===== config.mk =====
export PLATFORM = sky130hd
export DESIGN_NAME = mem_arbiter
export DESIGN_NICKNAME = d
export VERILOG_FILES = /design/src/rtl/mem_arbiter.sv
export SDC_FILE = /design/constraint.sdc
export NUM_CORES = 1
export LEC_CHECK = 0
export ABC_AREA = 1
export BUFFER_PORTS_ARGS = -buffer_cell sky130_fd_sc_hd__buf_2
export CORE_UTILIZATION = 34
export DETAILED_ROUTE_END_ITERATION = 10
export REMOVE_ABC_BUFFERS = 1
export SETUP_SLACK_MARGIN = 0.3
export SLEW_MARGIN = 20
export SYNTH_ARGS = -nofsm -noshare
export SYNTH_HDL_FRONTEND = slang
export SYNTH_SLANG_ARGS = --single-unit
export TNS_END_PERCENT = 10

===== constraint.sdc =====
create_clock -name clkIn -period 2.35 [get_ports clkIn]
set_input_delay 0.5875 -clock clkIn [delete_from_list [all_inputs] [get_ports clkIn]]
set_output_delay 0.5875 -clock clkIn [all_outputs]
set_load 0.05 [all_outputs]

===== src/rtl/mem_arbiter.sv =====
// mem_arbiter: owns the single byte-wide RAM port and shares it between
// instruction-cache block refills and load/store data accesses.
// Multi-byte transfers are sequenced one byte per cycle; reads assemble
// little-endian into a shared block-wide register.
//
// Ports:
//   clkIn, resetIn                    clock, asynchronous active-low reset
//   ramDataIn/ramDataOut/ramAddr/ramWr   RAM port; read data valid one
//                                     cycle after its address is driven
//   icacheMiss/icacheAddr/fetchAbort  refill request, block address, flush
//   refillValid/refillAddr/refillData refill result (one-cycle pulse)
//   dataReq/dataWrite/dataAddr/dataSize/dataIn   load/store request
//   dataDone/dataOut                  access complete pulse, load result
module mem_arbiter #(
  parameter int ADDR_WIDTH  = 17,
  parameter int BLOCK_WIDTH = 4,
  parameter int BLOCK_SIZE  = 2**BLOCK_WIDTH
) (
  input  logic                              clkIn,
  input  logic                              resetIn,
  input  logic [7:0]                        ramDataIn,
  output logic [7:0]                        ramDataOut,
  output logic [ADDR_WIDTH-1:0]             ramAddr,
  output logic                              ramWr,
  input  logic                              icacheMiss,
  input  logic [ADDR_WIDTH-BLOCK_WIDTH-1:0] icacheAddr,
  input  logic                              fetchAbort,
  output logic                              refillValid,
  output logic [ADDR_WIDTH-BLOCK_WIDTH-1:0] refillAddr,
  output logic [BLOCK_SIZE*8-1:0]           refillData,
  input  logic                              dataReq,
  input  logic                              dataWrite,
  input  logic [ADDR_WIDTH-1:0]             dataAddr,
  input  logic [1:0]                        dataSize,
  input  logic [31:0]                       dataIn,
  output logic                              dataDone,
  output logic [31:0]                       dataOut
);

  // Counter must reach both BLOCK_SIZE and 4 (word access).
  localparam int CNT_WIDTH  = ((BLOCK_WIDTH > 2) ? BLOCK_WIDTH : 2) + 1;
  localparam int TAG_WIDTH  = ADDR_WIDTH - BLOCK_WIDTH;
  localparam int BLOCK_BITS = BLOCK_SIZE * 8;

  typedef enum logic [1:0] {IDLE, LOAD, STORE, FETCH} arbState;

  arbState               state, stateNext;
  logic [CNT_WIDTH-1:0]  cnt, len, reqLen;
  logic [ADDR_WIDTH-1:0] base;
  logic [31:0]           storeData;
  logic [7:0]            storeByte;
  logic [TAG_WIDTH-1:0]  fetchBlock;
  logic [BLOCK_BITS-1:0] asmReg, asmNext;
  logic                  acceptData, acceptFetch, lastCycle;

  // A requester is never re-accepted while its own done pulse is high;
  // the other requester may be.
  assign acceptData  = dataReq && !dataDone;
  assign acceptFetch = icacheMiss && !fetchAbort && !refillValid;

  // Every transfer ends with one extra cycle (cnt == len) that drives no
  // RAM access: reads capture their last byte there, stores simply finish.
  assign lastCycle = (cnt == len);

  always_comb begin
    case (dataSize)
      2'b00:   reqLen = CNT_WIDTH'(1);
      2'b01:   reqLen = CNT_WIDTH'(2);
      default: reqLen = CNT_WIDTH'(4);
    endcase
  end

  // The byte read during cycle cnt belongs to address base+cnt-1.
  always_comb begin
    asmNext = asmReg;
    for (int i = 0; i < BLOCK_SIZE; i++) begin
      if (cnt == CNT_WIDTH'(i + 1)) asmNext[i*8 +: 8] = ramDataIn;
    end
  end

  assign storeByte = storeData[{cnt[1:0], 3'b000} +: 8];

  // NOTE: every output of this block gets a default first, so no path
  // through the case leaves a signal unassigned and no latch is inferred.
  always_comb begin
    stateNext  = state;
    ramAddr    = '0;
    ramDataOut = '0;
    ramWr      = 1'b0;
    case (state)
      IDLE: begin
        if (acceptData)       stateNext = dataWrite ? STORE : LOAD;
        else if (acceptFetch) stateNext = FETCH;
      end
      LOAD: begin
        if (lastCycle) stateNext = IDLE;
        else           ramAddr   = base + ADDR_WIDTH'(cnt);
      end
      STORE: begin
        if (lastCycle) begin
          stateNext = IDLE;
        end else begin
          ramAddr    = base + ADDR_WIDTH'(cnt);
          ramDataOut = storeByte;
          ramWr      = 1'b1;
        end
      end
      FETCH: begin
        // A flush wins even on the completion edge.
        if (fetchAbort || lastCycle) stateNext = IDLE;
        else                         ramAddr   = base + ADDR_WIDTH'(cnt);
      end
      default: stateNext = IDLE;
    endcase
  end

  // NOTE: sequential state uses non-blocking assignments so every register
  // samples pre-edge values regardless of statement order.
  always_ff @(posedge clkIn or negedge resetIn) begin
    if (!resetIn) state <= IDLE;
    else          state <= stateNext;
  end

  // NOTE: the block-wide assembly register is reset along with the rest;
  // it is a plain register, not a RAM, and zeroing it keeps the
  // zero-extension of short loads independent of history.
  always_ff @(posedge clkIn or negedge resetIn) begin
    if (!resetIn) begin
      cnt         <= '0;
      len         <= '0;
      base        <= '0;
      storeData   <= '0;
      fetchBlock  <= '0;
      asmReg      <= '0;
      refillValid <= 1'b0;
      refillAddr  <= '0;
      refillData  <= '0;
      dataDone    <= 1'b0;
      dataOut     <= '0;
    end else begin
      dataDone    <= 1'b0;
      refillValid <= 1'b0;
      case (state)
        IDLE: begin
          cnt    <= '0;
          asmReg <= '0;
          if (acceptData) begin
            base      <= dataAddr;
            len       <= reqLen;
            storeData <= dataIn;
          end else if (acceptFetch) begin
            base       <= {icacheAddr, {BLOCK_WIDTH{1'b0}}};
            len        <= CNT_WIDTH'(BLOCK_SIZE);
            fetchBlock <= icacheAddr;
          end
        end
        LOAD: begin
          cnt    <= cnt + CNT_WIDTH'(1);
          asmReg <= asmNext;
          if (lastCycle) begin
            dataOut  <= asmNext[31:0];
            dataDone <= 1'b1;
          end
        end
        STORE: begin
          cnt <= cnt + CNT_WIDTH'(1);
          if (lastCycle) dataDone <= 1'b1;
        end
        FETCH: begin
          cnt    <= cnt + CNT_WIDTH'(1);
          asmReg <= asmNext;
          if (lastCycle && !fetchAbort) begin
            refillData  <= asmNext;
            refillAddr  <= fetchBlock;
            refillValid <= 1'b1;
          end
        end
        default: ;
      endcase
    end
  end

endmodule


==> results of run 1 <==
==> worst max-delay path, cell delays in order (launching register included) <==
cell and delay (ps):
dfrtp_1 390, ha_2 210, fa_2 360, nand2_2 100, nand2_2 70, nand3_2 90, nand2_4 100, buf_6 140
a31oi_2 140, nor2_1 80, buf_6 150
==> power groups by stage <==
stage | Clock [mW] | Sequential [mW] | Combinational (mW)
after floorplan | 0 | 10.4 | 4.01
after global placement | 0 | 8.56 | 9.01
after detailed placement | 0 | 8.60 | 9.11
after CTS | 6.89 | 8.56 | 10.6
after global routing | 7.13 | 8.74 | 12.7
final | 6.70 | 8.60 | 11.9
==> sequential cells by signal (all words and copies together), names as in the netlist, 2 cells and up <==
name	cells
len	4
fetchBlock	13
base	17
asmReg	128
refillAddr	13
state	2
cnt	5
refillData	128
storeData	32
dataOut	32
==> logic make-up after synthesis <==
logic type | count (synthesis) | share of synthesized area [%]
AOI/OAI and AO/OA | 502 | 17.2
xor gates and xnor gates | 3 | 0.206
adders and majority gates | 17 | 1.34
buffers and inverters | 297 | 8.37
DFF | 376 | 57.4
and+or+nand+nor | 641 | 15.5
==> routing by layer <==
| metal | GRT usage (%) | wire length (microns) | up-vias |
|---|---|---|---|
| li1 | - | - | 6698 |
| met1 | 26.5 | 22700 | 6977 |
| met4 | 5.33 | 1000 | 0 |
| met5 | 0 | 0 | - |
| met3 | 3.83 | 2590 | 76 |
| met2 | 30.9 | 23900 | 354 |
==> placed cells by master (no fill, tap or decap), drive strengths merged, types with 16 or more instances in the layout <==
master    n
nor2     85
o22ai   129
nand3    20
o21ai   333
clkbuf   60
buf     374
a21oi    23
dfrtp   376
inv     188
nand2   518
ha       16
==> how the worst max path moves through the flow <==
stage | startpoint | endpoint
floorplan | state[0] | asmReg[0]
global placement | cnt[0] | ramAddr[8]
detailed placement | cnt[0] | dataOut[26]
CTS | base[0] | ramAddr[16]
global route | cnt[0] | ramAddr[14]
finish | cnt[0] | ramAddr[14]
==> cell usage after synthesis, drive strengths merged <==
cell type	n
nand2	518
dfrtp	376
o21ai	333
inv	187
o22ai	129
nor2	84
clkbuf	58
buf	50
a21oi	23
nand3	20
ha	16
a31oi	10
nor3	6
nor4	6
o211ai	6
nand4	3
clkinv	2
nand3b	2
xor2	2
and3	1
fa	1
o32ai	1
or2	1
xnor2	1
==> repair_timing <==
action                                 4_1_cts  5_1_grt
hold buffers                                 1        0
buffers inserted                            12       10
gates cloned                                 3        6
setup endpoints to repair                  311      299
pin swaps                                   50      131
endpoints found under the hold margin       39        0
resized for setup                          441      378
==> cell type report <==
type,count,area (sq um)
Inverter,189,718
Multi-Input combinational cell,1164,8000
Clock inverter,17,181
Clock buffer,55,1220
Tap cell,615,769
Sequential cell,376,9410
Timing Repair Buffer,381,2790
Fill cell,4376,24600
==> results.toml, run 1 <==
[outcome]
status = "finished, violations left"
violations = "setup timing"

[critical_path]
cp_max_fo = 6
ff2ff_path_depth = 12
end_kind = "output pin"
r2r_slack_ps = 50
cp-start-kind = "register"
crit_arrival_ps = 2390
r2r_end = "refillData[54]"
critPathKind = "register to output pin"
crit_required_ps = 1760
r2r-start = "cnt[0]"

[grt]
grt_max_degree = 193
grt_pass1_wl_mm = 75.7
globalRouteOverflowTotal = 0
antenna_found_initial = 1
grt_pass1_vias = 13745
grt_use_total_pct = 19.3

[logic_synthesis]
synth_top_area_share_pct = 57.4
synth.distinct_cells = 36
postSynthCellCount = 1836
postSynthAreaPerCell_sq_um = 8.92
netlist_top_cells_area = "dfrtp_1 (57%), nand2_1 (12%), o21ai_0 (6.7%)"
ys_ff_latch = 376
netlist.top_cell.by_area = "dfrtp_1"
synth-warning-count = 0
ys_seq_area_share_pct = 57.4
netlist_area_sq_um = 16400

[sta]
fin_setup_tns_ps = -13270
fin_crit_ps = 2970
rsz0062_at_grt = "yes"
min_period_over_period_pct = 127
fin_ws_ps = -623
skew_ps = 16.8
slew_viol_final = 0
fmax_mhz = 336
relSlewSlack_pct = 35.8
finalHoldViolCount = 0
final-setup-viol-count = 26
worst_pin_slew_ps = 963
worst_hold_slack_ps = 224

[floorplanning]
core-area_sq_um = 47600
row_count = 80
start_util_pct = 34.4
dieArea_sq_um = 49100
io_pins = 279
die_h_microns = 222
die_w_microns = 222

[place]
pre_cts_ws_ps = -274
place.gp.congestion = 0.904
placed_area_sq_um = 18600
dp.cells = 2692
io_buffers = 278
dpl.hpwl_mm = 29.3

[cells_and_area]
area_delta_synth_final_pct = 40.9
final_cells = 2797
post-route-util_pct = 48.5
design_area_sq_um = 23100
nets = 2250
diodes = 0
drive_gt1_share_pct = 39.5

[clocking]
insertion_delay_ps = 570
clockRootBuffer = "clkbuf_16"
h-tree-depth = 2
clkTransAtPathRegs_ps = 60
cts_tree = "built"
cts_buffer_depth = 3
cts_buffers = 43
clock_sinks = 376

[drt]
antenna_left = 0
num_vias = 14105
first_pass_iters = 4
drc = 0
post_drt_wl_per_cell_microns = 17.9
drt_iter0_drc = 905
routed_wl_mm = 50.2
vias_per_cell = 5.04

[job]
drv_cap = 0

[power]
comb_power_share_pct = 43.7
p_sw_mw = 11.7
swShare_pct = 43.1
seqPwrFrac_pct = 31.6
vdd_ir_drop_max_mv = 0.974
powerDensity_nw_per_um2 = 1180
power_frac_clock_pct = 24.7
power.total_mw = 27.2
power_leakage_nw = 11.1
p_int_mw = 15.5

[hold_path]
min_path_cells = 3
hold_class = "primary input to register"
hold_path_end = "storeData[25]"
min_from = "dataIn[25]"
No activity file was read; power rests on OpenSTA's default activity.
==> run 2, diff against run 1 <==
--- a/config.mk
+++ b/config.mk
@@ -9,6 +9,7 @@
 export BUFFER_PORTS_ARGS = -buffer_cell sky130_fd_sc_hd__buf_2
 export CORE_UTILIZATION = 34
 export DETAILED_ROUTE_END_ITERATION = 10
+export GPL_TIMING_DRIVEN = 0
 export REMOVE_ABC_BUFFERS = 1
 export SETUP_SLACK_MARGIN = 0.3
 export SLEW_MARGIN = 20
==> run 2 against run 1 <==
  * The flow still finishes with violations (setup timing)
  * Sequential cell count is the same
  * Cell count is 1.4% lower
  * Largest power group unchanged
  * Wire length fell by 6.4%
  * Global-route usage shrank 0.66 points
  * Combinational power decreased by 11%
  * Clock-buffer cell count rose by 12
==> results.toml, run 2 (synthesis gave the netlist of run 1 again) <==
[outcome]
status = "finished, violations left"
violations = "setup timing"

[cells_and_area]
mostFrequentLayoutCells = "nand2_1 (488), dfrtp_1 (371), buf_2 (251), inv_1 (179), o21ai_1 (154)"
nets = 2203
reg_top3 = "asmReg (128), refillData (128)"
area_delta_synth_final_pct = 28.3
drive_gt1_share_pct = 26.7
final_common_cell = "nand2_1"
final_cells = 2757
diodes = 0
design_area_sq_um = 21000

[floorplanning]
die_w_microns = 222
start_util_pct = 34.4
die_h_microns = 222
dieArea_sq_um = 49100
core-area_sq_um = 47600
row_count = 80
io_pins = 279

[critical_path]
ff2ff_path_depth = 3
r2r-start = "cnt[1]"
r2r_slack_ps = -170
cp_max_fo = 8
cp-start-kind = "register"
r2r_end = "dataOut[22]"
critPathKind = "register to output pin"
end_kind = "output pin"
crit_arrival_ps = 2490
crit_required_ps = 1760

[drt]
vias_per_cell = 4.94
first_pass_iters = 5
drt_iter0_drc = 825
antenna_left = 0
post_drt_wl_per_cell_microns = 17.1
num_vias = 13607
routed_wl_mm = 47.0
drc = 0

[sta]
relSlewSlack_pct = 33.6
slew_viol_final = 0
final-setup-viol-count = 74
fin_crit_ps = 3070
fin_ws_ps = -723
worst_pin_slew_ps = 996
fmax_mhz = 325
skew_ps = 24.2
rsz0062_at_grt = "yes"
finalHoldViolCount = 0
min_period_over_period_pct = 131
worst_hold_slack_ps = 238

[place]
dp.cells = 2639
dpl.hpwl_mm = 28.8
placed_area_sq_um = 18400
place.gp.congestion = 0.790
io_buffers = 278

[clocking]
h-tree-depth = 2
cts_buffer_depth = 3
clockRootBuffer = "clkbuf_16"
clock_sinks = 376
cts_tree = "built"
clkTransAtPathRegs_ps = 60
insertion_delay_ps = 560
cts_buffers = 43

[power]
power.total_mw = 25.7
p_sw_mw = 11.0
power_frac_clock_pct = 25.6
comb_power_share_pct = 41.2
powerDensity_nw_per_um2 = 1220
seqPwrFrac_pct = 33.2
swShare_pct = 42.8
power_leakage_nw = 10.7
p_int_mw = 14.7
vdd_ir_drop_max_mv = 0.791

[grt]
grt_max_degree = 98
grt_pass1_wl_mm = 72.8
grt_util_met2_pct = 30.2
antenna_found_initial = 0
grt_use_met3_pct = 4.29
met1_usage_pct = 25.2
busiest_layer = "met2"
globalRouteOverflowTotal = 0
grt_use_total_pct = 18.6
grt_pass1_vias = 13086

[hold_path]
hold_path_end = "storeData[1]"
min_from = "dataIn[1]"
min_path_cells = 3
hold_class = "primary input to register"

[job]
drv_cap = 0
[run 2: power by group through the flow]
| stage | Clock (mW) | Combinational [mW] | Sequential, mW |
|---|---|---|---|
| global route | 7.05 | 11.4 | 8.70 |
| CTS | 6.80 | 10.1 | 8.52 |
| floorplan | 0 | 4.01 | 10.4 |
| detailed placement | 0 | 8.92 | 8.65 |
| global placement | 0 | 7.79 | 8.54 |
| finish | 6.59 | 10.6 | 8.54 |
[run 2: cell type report]
type                       count  area [sq um]
timing repair buffer         330          2310
clock buffer                  67          1320
tap                          615           769
timing repair inverter         1          5.00
clock inverter                12          91.3
multi-input combinational   1167          6350
fill                        4606         26600
inverter                     189           753
sequential                   376          9420
[run 2: routing by layer]
layer  vias to the layer above  part of all wire (%)  routed length [microns]
li1                       6607                     -                        -
met1                      6583                    45                    21300
met2                       351                    47                    22100
met3                        66                   5.8                     2750
met4                         0                   1.9                      898
met5                         -                     0                        0
[run 2: repair_timing]
item,CTS,global route
pin swaps,22,18
setup buffers,25,7
gates cloned,4,2
hold endpoints to repair,20,0
hold buffers,1,0
endpoints found under the setup margin,398,357
gates resized for setup,220,120
[run 2: worst max-delay path by stage]
stage                        start             to  slack (ps)  depth (start not counted)
after floorplan           state[0]      asmReg[0]       -6850                          5
after global placement    state[0]     asmReg[63]      -18940                          5
after detailed placement   dataReq  fetchBlock[8]       -1560                          9
after CTS                   cnt[0]     ramAddr[8]        -750                         10
after global routing        cnt[0]     ramAddr[6]        -810                         11
final                       cnt[0]    ramAddr[14]        -720                         10
[run 2: through the flow]
stage	util [%]	TNS, ps	worst slack (ps)
2_1_floorplan	-	-1147940	-6850
3_3_place_gp	37.5	-5598840	-18940
3_5_place_dp	38.5	-324510	-1560
4_1_cts	43.1	-43110	-745
5_1_grt	44.1	-36160	-812
6_report	44.1	-19880	-723
[run 2: critical path, cell delays in order (launching register included)]
cell,delay (ps)
dfrtp_4,510
ha_4,180
fa_2,420
nand2_4,100
nand2_4,70
nand3_4,90
nand2_8,80
nand4_1,90
nand2_1,80
nor2_2,140
buf_6,180
==> run 3, diff against run 2 <==
--- a/config.mk
+++ b/config.mk
@@ -11,7 +11,7 @@
 export DETAILED_ROUTE_END_ITERATION = 10
 export GPL_TIMING_DRIVEN = 0
 export REMOVE_ABC_BUFFERS = 1
-export SETUP_SLACK_MARGIN = 0.3
+export SETUP_SLACK_MARGIN = 0.1
 export SLEW_MARGIN = 20
 export SYNTH_ARGS = -nofsm -noshare
 export SYNTH_HDL_FRONTEND = slang
==> run 3 against run 2 <==
  * The run still ends with setup timing left
  * Utilization shrank 0.28 points
  * Non-clock buffer count decreased by 1
  * Design area decreased by 0.64%
  * Cell count hardly changed
  * Clock-buffer cell count is the same
  * Power decreased by 0.46%
  * Clock skew down 1.4 ps
  * Combinational power barely moved
  * Sequential share of layout area is 0.30 points higher
  * Critical endpoint unchanged
==> results.toml, run 3 (synthesis gave the netlist of run 1 again) <==
[clocking]
cts_buffers = 43
cts_buffer_depth = 3
cts_tree = "built"
insertion_delay_ps = 560
clockRootBuffer = "clkbuf_16"
clock_sinks = 376
clkTransAtPathRegs_ps = 60
h-tree-depth = 2

[grt]
antenna_found_initial = 0
globalRouteOverflowTotal = 0
grt_use_total_pct = 18.6
grt_max_degree = 98
grt_pass1_wl_mm = 72.8
grt_pass1_vias = 13076

[critical_path]
crit_arrival_ps = 2490
crit_required_ps = 1760
r2r_end = "dataOut[22]"
cp_max_fo = 8
cpMostUsedCell = "nand2_4"
ff2ff_path_depth = 8
critPathSlowestCell = "dfrtp_4"
r2r-start = "cnt[0]"
cp-start-kind = "register"
slowest_delay_ps = 510
critPathKind = "register to output pin"
end_kind = "output pin"
path_cells = "ha_4 -> fa_2 -> nand2_4 -> nand2_4 -> nand3_4 -> nand2_8 -> nand4_1 -> nand2_1 -> nor2_2 -> buf_6"
r2r_slack_ps = -170

[sta]
final-setup-viol-count = 74
min_period_over_period_pct = 131
worst_pin_slew_ps = 997
fin_setup_tns_ps = -19770
fmax_mhz = 325
fin_ws_ps = -725
rsz0062_at_grt = "yes"
finalHoldViolCount = 0
slew_viol_final = 0
fin_crit_ps = 3080
skew_ps = 22.8
relSlewSlack_pct = 33.5

[cells_and_area]
diodes = 0
reg_top3 = "asmReg (128), refillData (128)"
post-route-util_pct = 43.8
mostFrequentLayoutCells = "nand2_1 (488), dfrtp_1 (370), buf_2 (251), inv_1 (180), o21ai_1 (169)"
final_cells = 2756
area_delta_synth_final_pct = 27.5
nets = 2202
design_area_sq_um = 20900
final_common_cell = "nand2_1"
drive_gt1_share_pct = 25.6

[drt]
drc = 0
first_pass_iters = 5
vias_per_cell = 4.93
routed_wl_mm = 47.1
drt_iter0_drc = 847
num_vias = 13584
antenna_left = 0
post_drt_wl_per_cell_microns = 17.1

[floorplanning]
core-area_sq_um = 47600
row_count = 80
die_h_microns = 222
io_pins = 279
start_util_pct = 34.4
die_w_microns = 222
dieArea_sq_um = 49100

[hold_path]
min_path_cells = 3
min_from = "dataIn[1]"
hold_path_end = "storeData[1]"
hold_class = "primary input to register"

[power]
comb_power_share_pct = 40.9
vdd_ir_drop_max_mv = 0.768
swShare_pct = 42.7
p_sw_mw = 10.9
p_int_mw = 14.7
powerDensity_nw_per_um2 = 1230
power.total_mw = 25.6
power_leakage_nw = 10.6
power_frac_clock_pct = 25.8
seqPwrFrac_pct = 33.4

[job]
drv_cap = 0

[place]
io_buffers = 278
place.gp.congestion = 0.790
dp.cells = 2639
placed_area_sq_um = 18400
dpl.hpwl_mm = 28.8

[outcome]
violations = "setup timing"
status = "finished, violations left"
## run 3: layer usage
layer	vias up	global-route usage, %	part of all wire [%]
met2	356	30.2	47
met4	0	4.44	2.0
li1	6588	-	-
met1	6574	25.2	45
met5	-	0	0
met3	66	4.21	6.1
## run 3: power groups by stage
| stage | Combinational [mW] | Sequential, mW | Clock [mW] |
|---|---|---|---|
| global placement | 7.79 | 8.54 | 0 |
| CTS | 10.1 | 8.52 | 6.80 |
| detailed placement | 8.92 | 8.65 | 0 |
| global route | 11.3 | 8.70 | 7.05 |
| finish | 10.5 | 8.55 | 6.60 |
| floorplan | 4.01 | 10.4 | 0 |
## run 3: area by class of cell
cell class / count / area (sq um)
Timing Repair Buffer: 329 / 2310
Inverter: 189 / 747
Clock inverter: 12 / 91.3
Sequential cell: 376 / 9420
Timing Repair inverter: 1 / 5.00
Fill cell: 4627 / 26800
Clock buffer: 67 / 1320
Tap cell: 615 / 769
Multi-Input combinational cell: 1167 / 6220
## run 3: what timing repair did
item                       4_1_cts  5_1_grt
pin swaps                       19       18
hold endpoints to repair        20        0
hold buffers                     1        0
setup buffers                   24        7
cloned                           4        2
setup endpoints to repair      397      357
resized for setup              193      113
## run 3: worst max path at each step
stage / depth (start not counted) / end / from / slack [ps]
2_1_floorplan: 5 / asmReg[0] / state[0] / -6850
3_3_place_gp: 5 / asmReg[63] / state[0] / -18940
3_5_place_dp: 9 / fetchBlock[8] / dataReq / -1560
4_1_cts: 10 / ramAddr[8] / cnt[0] / -750
5_1_grt: 11 / ramAddr[6] / cnt[0] / -810
6_report: 10 / ramAddr[14] / cnt[0] / -730
## run 3: stage by stage
| stage | hold slack [ps] | worst slack [ps] |
|---|---|---|
| 2_1_floorplan | 292 | -6850 |
| 3_3_place_gp | 459 | -18940 |
| 3_5_place_dp | 441 | -1560 |
| 4_1_cts | 198 | -745 |
| 5_1_grt | 220 | -812 |
| 6_report | 239 | -725 |
## run 3: critical path: cells and delay by family (launching register included)
family | cells | cell delay, ps
simple gates | 7 | 650
fa+ha+maj | 2 | 600
flops | 1 | 510
buf+inv | 1 | 180
